File: src/rtl/control_multi_if.sv
// Control bundle between the multi-cycle MIPS control FSM (master) and its datapath (slave).
interface control_multi_if;
  logic [5:0] opcode;
  logic       zero;
  logic       PCWrite;
  logic       PCWriteCond;
  logic       IorD;
  logic       MemRead;
  logic       MemWrite;
  logic       IRWrite;
  logic       MemtoReg;
  logic       RegDst;
  logic       RegWrite;
  logic       ALUSrcA;
  logic [1:0] ALUSrcB;
  logic [1:0] ALUOp;
  logic [1:0] PCSource;
  logic [3:0] state;
  logic       illegal_op;

  modport master (
    input  opcode, zero,
    output PCWrite, PCWriteCond, IorD, MemRead, MemWrite, IRWrite, MemtoReg,
           RegDst, RegWrite, ALUSrcA, ALUSrcB, ALUOp, PCSource, state, illegal_op
  );

  modport slave (
    output opcode, zero,
    input  PCWrite, PCWriteCond, IorD, MemRead, MemWrite, IRWrite, MemtoReg,
           RegDst, RegWrite, ALUSrcA, ALUSrcB, ALUOp, PCSource, state, illegal_op
  );
endinterface

File: src/rtl/control_multi.sv
// Multi-cycle MIPS control FSM with Moore outputs registered from the next state.
// Optional macro CONTROL_MULTI_TRAP_EN: unimplemented opcodes trap (state 10, illegal_op=1) until reset.
module control_multi #(
  parameter int MEM_LAT = 1
) (
  input  logic clk,
  input  logic rst,
  control_multi_if.master bus
);
  typedef enum logic [3:0] {
    S_FETCH  = 4'd0,
    S_DECODE = 4'd1,
    S_MEMADR = 4'd2,
    S_MEMRD  = 4'd3,
    S_MEMWB  = 4'd4,
    S_MEMWR  = 4'd5,
    S_EXEC   = 4'd6,
    S_RWB    = 4'd7,
    S_BRANCH = 4'd8,
    S_JUMP   = 4'd9,
    S_TRAP   = 4'd10
  } state_t;

  localparam logic [5:0] OP_R   = 6'd0;
  localparam logic [5:0] OP_LW  = 6'd35;
  localparam logic [5:0] OP_SW  = 6'd43;
  localparam logic [5:0] OP_BEQ = 6'd4;
  localparam logic [5:0] OP_J   = 6'd2;
  localparam logic [3:0] LAST   = 4'(MEM_LAT - 1);

  state_t     r_state, w_next_state;
  logic [3:0] r_wcnt, w_next_wcnt;
  logic       r_pc_write, r_pc_write_cond, r_iord, r_mem_read, r_mem_write, r_ir_write;
  logic       r_memto_reg, r_reg_dst, r_reg_write, r_alu_src_a;
  logic [1:0] r_alu_src_b, r_alu_op, r_pc_source;

  // wcnt only advances inside a memory state; every other transition clears it.
  always_comb begin
    w_next_state = r_state;
    w_next_wcnt  = 4'd0;
    case (r_state)
      S_FETCH:  if (r_wcnt == LAST) w_next_state = S_DECODE;
                else w_next_wcnt = r_wcnt + 4'd1;
      S_DECODE: case (bus.opcode)
                  OP_LW, OP_SW: w_next_state = S_MEMADR;
                  OP_R:         w_next_state = S_EXEC;
                  OP_BEQ:       w_next_state = S_BRANCH;
                  OP_J:         w_next_state = S_JUMP;
`ifdef CONTROL_MULTI_TRAP_EN
                  default:      w_next_state = S_TRAP;
`else
                  default:      w_next_state = S_FETCH;
`endif
                endcase
      S_MEMADR: w_next_state = (bus.opcode == OP_LW) ? S_MEMRD : S_MEMWR;
      S_MEMRD:  if (r_wcnt == LAST) w_next_state = S_MEMWB;
                else w_next_wcnt = r_wcnt + 4'd1;
      S_MEMWR:  if (r_wcnt == LAST) w_next_state = S_FETCH;
                else w_next_wcnt = r_wcnt + 4'd1;
      S_EXEC:   w_next_state = S_RWB;
      S_TRAP:   w_next_state = S_TRAP;
      default:  w_next_state = S_FETCH;
    endcase
    if (rst) begin
      w_next_state = S_FETCH;
      w_next_wcnt  = 4'd0;
    end
  end

  always_ff @(posedge clk) begin
    if (rst) begin
      r_state <= S_FETCH;
      r_wcnt  <= 4'd0;
    end else begin
      r_state <= w_next_state;
      r_wcnt  <= w_next_wcnt;
    end
    r_pc_write      <= 1'b0;
    r_pc_write_cond <= 1'b0;
    r_iord          <= 1'b0;
    r_mem_read      <= 1'b0;
    r_mem_write     <= 1'b0;
    r_ir_write      <= 1'b0;
    r_memto_reg     <= 1'b0;
    r_reg_dst       <= 1'b0;
    r_reg_write     <= 1'b0;
    r_alu_src_a     <= 1'b0;
    r_alu_src_b     <= 2'b00;
    r_alu_op        <= 2'b00;
    r_pc_source     <= 2'b00;
    case (w_next_state)
      S_FETCH: begin
        r_mem_read  <= 1'b1;
        r_alu_src_b <= 2'b01;
        r_ir_write  <= (w_next_wcnt == LAST);
        r_pc_write  <= (w_next_wcnt == LAST);
      end
      S_DECODE: r_alu_src_b <= 2'b11;
      S_MEMADR: begin
        r_alu_src_a <= 1'b1;
        r_alu_src_b <= 2'b10;
      end
      S_MEMRD: begin
        r_mem_read <= 1'b1;
        r_iord     <= 1'b1;
      end
      S_MEMWB: begin
        r_reg_write <= 1'b1;
        r_memto_reg <= 1'b1;
      end
      S_MEMWR: begin
        r_mem_write <= 1'b1;
        r_iord      <= 1'b1;
      end
      S_EXEC: begin
        r_alu_src_a <= 1'b1;
        r_alu_op    <= 2'b10;
      end
      S_RWB: begin
        r_reg_write <= 1'b1;
        r_reg_dst   <= 1'b1;
      end
      S_BRANCH: begin
        r_alu_src_a     <= 1'b1;
        r_alu_op        <= 2'b01;
        r_pc_write_cond <= 1'b1;
        r_pc_source     <= 2'b01;
      end
      S_JUMP: begin
        r_pc_write  <= 1'b1;
        r_pc_source <= 2'b10;
      end
      default: ;
    endcase
  end

`ifdef CONTROL_MULTI_TRAP_EN
  logic r_illegal_op;
  always_ff @(posedge clk) begin
    r_illegal_op <= (w_next_state == S_TRAP);
  end
  assign bus.illegal_op = r_illegal_op;
`else
  assign bus.illegal_op = 1'b0;
`endif

  // Strobes that change architectural state are killed while reset is held.
  assign bus.PCWrite     = r_pc_write & ~rst;
  assign bus.PCWriteCond = r_pc_write_cond & ~rst;
  assign bus.MemRead     = r_mem_read & ~rst;
  assign bus.MemWrite    = r_mem_write & ~rst;
  assign bus.IRWrite     = r_ir_write & ~rst;
  assign bus.RegWrite    = r_reg_write & ~rst;
  assign bus.IorD        = r_iord;
  assign bus.MemtoReg    = r_memto_reg;
  assign bus.RegDst      = r_reg_dst;
  assign bus.ALUSrcA     = r_alu_src_a;
  assign bus.ALUSrcB     = r_alu_src_b;
  assign bus.ALUOp       = r_alu_op;
  assign bus.PCSource    = r_pc_source;
  assign bus.state       = r_state;
endmodule

File: src/flat_wrapper.sv
// flat-port wrapper written by rule: the top's interface ports become plain ports
module control_multi_flat 
#(
  parameter int MEM_LAT = 1
)
  (clk, rst, bus_opcode, bus_zero, bus_PCWrite, bus_PCWriteCond, bus_IorD, bus_MemRead, bus_MemWrite, bus_IRWrite, bus_MemtoReg, bus_RegDst, bus_RegWrite, bus_ALUSrcA, bus_ALUSrcB, bus_ALUOp, bus_PCSource, bus_state, bus_illegal_op);
  control_multi_if bus_i ();
  input  logic clk;
  input  logic rst;
  input wire logic [$bits(bus_i.opcode)-1:0] bus_opcode;
  input wire logic [$bits(bus_i.zero)-1:0] bus_zero;
  output wire logic [$bits(bus_i.PCWrite)-1:0] bus_PCWrite;
  output wire logic [$bits(bus_i.PCWriteCond)-1:0] bus_PCWriteCond;
  output wire logic [$bits(bus_i.IorD)-1:0] bus_IorD;
  output wire logic [$bits(bus_i.MemRead)-1:0] bus_MemRead;
  output wire logic [$bits(bus_i.MemWrite)-1:0] bus_MemWrite;
  output wire logic [$bits(bus_i.IRWrite)-1:0] bus_IRWrite;
  output wire logic [$bits(bus_i.MemtoReg)-1:0] bus_MemtoReg;
  output wire logic [$bits(bus_i.RegDst)-1:0] bus_RegDst;
  output wire logic [$bits(bus_i.RegWrite)-1:0] bus_RegWrite;
  output wire logic [$bits(bus_i.ALUSrcA)-1:0] bus_ALUSrcA;
  output wire logic [$bits(bus_i.ALUSrcB)-1:0] bus_ALUSrcB;
  output wire logic [$bits(bus_i.ALUOp)-1:0] bus_ALUOp;
  output wire logic [$bits(bus_i.PCSource)-1:0] bus_PCSource;
  output wire logic [$bits(bus_i.state)-1:0] bus_state;
  output wire logic [$bits(bus_i.illegal_op)-1:0] bus_illegal_op;
  assign bus_i.opcode = bus_opcode;
  assign bus_i.zero = bus_zero;
  assign bus_PCWrite = bus_i.PCWrite;
  assign bus_PCWriteCond = bus_i.PCWriteCond;
  assign bus_IorD = bus_i.IorD;
  assign bus_MemRead = bus_i.MemRead;
  assign bus_MemWrite = bus_i.MemWrite;
  assign bus_IRWrite = bus_i.IRWrite;
  assign bus_MemtoReg = bus_i.MemtoReg;
  assign bus_RegDst = bus_i.RegDst;
  assign bus_RegWrite = bus_i.RegWrite;
  assign bus_ALUSrcA = bus_i.ALUSrcA;
  assign bus_ALUSrcB = bus_i.ALUSrcB;
  assign bus_ALUOp = bus_i.ALUOp;
  assign bus_PCSource = bus_i.PCSource;
  assign bus_state = bus_i.state;
  assign bus_illegal_op = bus_i.illegal_op;
  control_multi #(.MEM_LAT(MEM_LAT)) u_core (.clk(clk), .rst(rst), .bus(bus_i));
endmodule
File: config.mk
export PLATFORM = sky130hd
export DESIGN_NAME = control_multi_flat
export DESIGN_NICKNAME = d
export VERILOG_FILES = /design/src/rtl/control_multi_if.sv /design/src/rtl/control_multi.sv /design/src/flat_wrapper.sv
export SDC_FILE = /design/constraint.sdc
export NUM_CORES = 1
export LEC_CHECK = 0
export ABC_AREA = 1
export BUFFER_PORTS_ARGS = -buffer_cell sky130_fd_sc_hd__buf_2
export CAP_MARGIN = 5
export CORE_ASPECT_RATIO = 1.2
export CORE_UTILIZATION = 50
export DETAILED_ROUTE_END_ITERATION = 7
export GPL_TIMING_DRIVEN = 0
export HOLD_SLACK_MARGIN = 0.15
export MAX_ROUTING_LAYER = met4
export PLACE_DENSITY = 0.79
export SLEW_MARGIN = 25
export SYNTH_ARGS = -nofsm -noshare
export SYNTH_HDL_FRONTEND = slang
export SYNTH_SLANG_ARGS = --single-unit
File: constraint.sdc
create_clock -name clk -period 2 [get_ports clk]
set_input_delay 0.4 -clock clk [delete_from_list [all_inputs] [get_ports clk]]
set_output_delay 0.4 -clock clk [all_outputs]
set_load 0.02 [all_outputs]
======== Word level (Yosys, flattened, before mapping) ========
Index checks and enable logic that the tools add are counted.
storage, ports and cells
  register bits ........................... 24
  output and inout port bits .............. 21
  word-level logic and storage cells ...... 75
cells by class
  add/sub/neg operators ................... 1
  equality and inequality tests ........... 19
  muxes and demuxes ....................... 22
  bitwise operators ....................... 7
  reductions and logical operators ........ 11
operators by type and width
  operator               number
  $mux W4                7
  $pmux W4 S7            1
  $eq A4 B3 Y1 const B   6
  $eq A4 B2 Y1 const B   4
  $logic_not A4 Y1       4
  $pmux W4 S4            1
  $eq A4 B4 Y1 const B   3
  $eq A6 B6 Y1 const B   2
  $eq A4 B1 Y1 const B   2
  $mux W1                8
  $pmux W2 S2            2
  $reduce_or A2 Y1       4
  $and A1 B1 Y1          6
  $eq A6 B2 Y1 const B   1
  $eq A6 B3 Y1 const B   1
  $logic_not A6 Y1       1
  $pmux W2 S3            1
  $reduce_or A3 Y1       2
  $add A4 B1 Y4 const B  1
  $mux W3                1
  $pmux W1 S2            1
  $not A1 Y1             1

======== Logic depth before layout (Yosys ltp) ========
  depth in word-level cells ............... 8
  mapped depth ............................ 12

======== Worst setup path after synthesis ========
OpenSTA, ideal clock, no wires.
  path type ............................... register to register
  start ................................... register u_core.r_wcnt[0]
  end ..................................... register u_core.r_alu_src_a (netlist: u_core.bus.ALUSrcA)
  library setup time ...................... 0.122 ns
  arrival ................................. 1.284 ns
  data required time ...................... 1.878 ns
  setup slack ............................. 0.594 ns
  cell stages (with the launch flop) ...... 11
  path buffers ............................ 0
  cell sequence ........................... dfxtp_1 -> inv_1 -> ha_1 -> nand2_2 -> clkinv_1 -> nor2_1 -> nor2_2 -> nand3_2 -> nand2_2 -> nand3_1 -> nand3_1
between the ends
  word-level cells in the longest chain between the ends .. 7
  elaborated cells on any way between the ends .. 11
RTL lines
  item                                  line                                                           source
  start, declared                       control_multi.sv:32                                            logic [3:0] r_wcnt, w_next_wcnt;
  start signal, assigned                control_multi.sv:76                                            r_wcnt <= w_next_wcnt;
  $logic_not A4 Y1 (*)                  control_multi.sv:42, control_multi.sv:56, control_multi.sv:58
  $mux W4 (on tied branches)            control_multi.sv:58, control_multi.sv:42, control_multi.sv:56
  $pmux W4 S7 (*)                       control_multi.sv:41                                            case (r_state)
  $mux W4 (*)                           control_multi.sv:64                                            if (rst) begin
  $eq A4 B2 Y1 (tied with other cells)  control_multi.sv:91                                            case (w_next_state)
  $reduce_or A3 Y1 (no line) (*)        n/a
  $mux W1 (*)                           control_multi.sv:91
  end signal, assigned                  control_multi.sv:87                                            r_alu_src_a <= 1'b0;
  end signal, assigned                  control_multi.sv:100                                           r_alu_src_a <= 1'b1;
  end signal, assigned                  control_multi.sv:116                                           r_alu_src_a <= 1'b1;
  end, declared                         control_multi.sv:34                                            logic r_memto_reg, r_reg_dst, r_reg_write, r_alu_src_a;
Mark *: on every way between the ends. The rest lies on a longest branch, timed or not.
A chain may end at the register's enable or synchronous reset.

======== Final worst setup path ========
  start ................................... register u_core.r_wcnt[0]
  end ..................................... register u_core.r_alu_src_b[1] (netlist: u_core.bus.ALUSrcB[1])
between the ends
  word-level cells in the longest chain between the ends .. 6
  elaborated cells on any way between the ends .. 10
RTL lines
  item                                  line                                                           source
  $logic_not A4 Y1 (*)                  control_multi.sv:42, control_multi.sv:56, control_multi.sv:58
  $mux W4 (on tied branches)            control_multi.sv:58, control_multi.sv:42, control_multi.sv:56
  $pmux W4 S7 (*)                       control_multi.sv:41
  $mux W4 (*)                           control_multi.sv:64
  $eq A4 B2 Y1 (tied with other cells)  control_multi.sv:91
  $pmux W2 S3 (*)                       control_multi.sv:91
  end signal, assigned                  control_multi.sv:88                                            r_alu_src_b <= 2'b00;
  end signal, assigned                  control_multi.sv:94                                            r_alu_src_b <= 2'b01;
  end signal, assigned                  control_multi.sv:98                                            S_DECODE: r_alu_src_b <= 2'b11;
  end, declared                         control_multi.sv:35                                            logic [1:0] r_alu_src_b, r_alu_op, r_pc_source;
Marks and branches as above.

==> results.cfg <==
[run_status]
run_status = complete, no violations

[power_and_ir_drop]
powerDensity_nw_per_um2 = 564
p_leak_uw = 0.000847
irDropWorstVdd_mv = 0.544

[routing]
dr.first_iter.drc_count = 15
routed_via_density = 4.59
finalWirelength_mm = 2.19
post_drt_wl_per_cell_um = 9.24
drtAntennaViolNets = 0
drt_first_pass_iters = 4
vias = 1089
drc = 0

[worst_hold_path]
hold_depth = 4
min_from = rst
holdPathEnd = u_core.bus.state[0]
hp-class = input pin to register

[timing]
drv_slew = 0
finalHoldViolCount = 0
setup_viol = 0
fin_skew_ns = 0.00144
fin_crit_sh_pct = 81.1
rsz0062_at_grt = false
setup_tns_ns = 0
fmax_ghz = 0.617
period_needed_ns = 1.62
layout_setup_ws_ns = 0.379

[synth]
syn-instance-count = 176
yosysTopAreaCell = dfxtp_1
yosys_warnings = 0
syn_area_um2 = 1190
yosys_register_bits = 23
yosysTopAreaCellShare_pct = 38.7
avgSynthCellArea_um2 = 6.76
synth.distinct_cells = 24
synthTopCellsByArea = dfxtp_1, inv_1, nand2_1
syn_nets = 187
ys_seq_area_share_pct = 38.7

[grt]
grt_max_degree = 13
antenna_found_initial = 0
gr-total-overflow = 0
grt_use_total_pct = 20.3
grt_pass1_vias = 1022
grt_first_pass_wirelength_mm = 3.82

[cts]
h-tree-depth = 1
cts-resized-gates = 0
clockBufferDepth = 2
cts_inserted_buffers = 3
path_clk_slew_ns = 0.11
post_cts.repair.setup_buffers = 0
ctsHoldBuffers = 0
cts_sinks = 23
cts_tree = built
worstSkewPairLatency_ns = 0.31
ctsRootBufferMaster = clkbuf_4

[layout]
design_area_um2 = 1390
drive_above_1_share_pct = 26.7
final_cell_mix = inv_1, nand2_1, nor2_1
nFillCells = 228
diodes = 0
nets = 218
fin_util_pct = 61.3
area_growth_pct = 16.4

[placed_design]
dpl.hpwl_mm = 1.86
dp_slack_ns = 0.407
io_buffer_count = 26
placed_area_um2 = 1360
routabilityCongestion = 0.911

[critical_path]
crit_fanout = 8
worst-r2r-setup-slack_ns = 0.38
r2r-start = u_core.r_wcnt[0]
endpoint_kind = register
r2r_end = u_core.bus.ALUSrcB[1]
worstRegToRegCells = 11
timing_worst_setup_path_type = register to register
crit_required_ns = 2.24
start_kind = register
arrival_ns = 1.86

[floorplan]
die_h_um = 55.4
core_um2 = 2260
fp-row-count = 19
ios = 30
dieArea_um2 = 2580
start_util_pct = 52.7
die_w_um = 46.5

[flow_run]
drv_cap = 0
-- logic make-up (layout without fill, tap and decap cells) --
logic type,count (synthesis),after routing,share of synthesized area (%)
and+or+nand+nor,98,98,39.2
buffers and inverters,42,72,14.3
DFF,23,23,38.7
AOI/OAI and AO/OA,8,8,3.89
adders and majority gates,2,2,2.10
xor gates and xnor gates,2,2,1.47
other,1,1,0.315
-- worst max path at each step --
| stage | start | endpoint | slack [ns] |
|---|---|---|---|
| final | u_core.r_wcnt[0] | u_core.bus.ALUSrcB[1] | 0.38 |
| after CTS | u_core.r_wcnt[0] | u_core.bus.ALUSrcB[1] | 0.38 |
| after global placement | bus_opcode[5] | u_core.bus.ALUSrcB[1] | 0.47 |
| after detailed placement | u_core.r_wcnt[0] | u_core.bus.ALUSrcA | 0.41 |
| after global routing | u_core.r_wcnt[0] | u_core.bus.ALUSrcB[1] | 0.17 |
| after floorplan | u_core.r_wcnt[0] | u_core.bus.ALUSrcA | 0.59 |
-- per-stage QoR --
stage | std cells | hold slack (ns) | total power [µW]
after floorplan | 176 | 0.547 | 559
after global placement | 233 | 0.571 | 584
after detailed placement | 233 | 0.587 | 589
after CTS | 237 | 0.520 | 786
after global routing | 237 | 0.545 | 813
final | 237 | 0.522 | 781
-- area by class of cell --
cell class	instances	area, µm²	share of cell area, %
Multi-Input combinational cell	111	559	40.4
Sequential cell	23	460	33.2
Inverter	38	145	10.5
Timing Repair Buffer	26	130	9.39
Tap cell	31	38.8	2.80
Clock buffer	4	26.3	1.90
Buffer	4	25.0	1.81
-- cell usage after synthesis, drive strengths merged --
master,count
o21ai,3
dfxtp,23
clkinv,1
a21oi,4
nand4,3
or2,1
inv,37
o21bai,1
nor2,38
nand2,41
buf,4
conb,1
xor2,2
nand3,15
ha,2
-- per-layer routing --
layer	GRT usage [%]	vias up	part of all wire, %
met4	7.98	0	2.0
met2	35.7	21	52
li1	-	582	-
met1	21.3	481	42
met3	2.94	5	3.2
met5	-	-	0
-- where the power goes --
part	internal (µW)	total, µW	switching (µW)
sequential	469	475	5.77
combinational	34.4	103	68.8
clock	78.0	203	125
total	581	781	200
-- worst max-delay path: stages (launching register included) --
cell      delay, ns
dfxtp_1        0.37
inv_1          0.07
ha_1           0.21
nand2_2        0.14
clkinv_1       0.08
nor2_1         0.13
nor2_2         0.05
nand3_2        0.11
nand2_2        0.11
nor2_1         0.11
nand2_1        0.08
o21ai_1        0.09
-- flip-flops by register name, indices dropped and copies added (netlist names), 2 cells and up --
| signal | flops |
|---|---|
| u_core.bus.ALUSrcB | 2 |
| u_core.r_wcnt | 4 |
| u_core.bus.PCSource | 2 |
| u_core.bus.state | 4 |
Power figures use the tool's default switching activity.
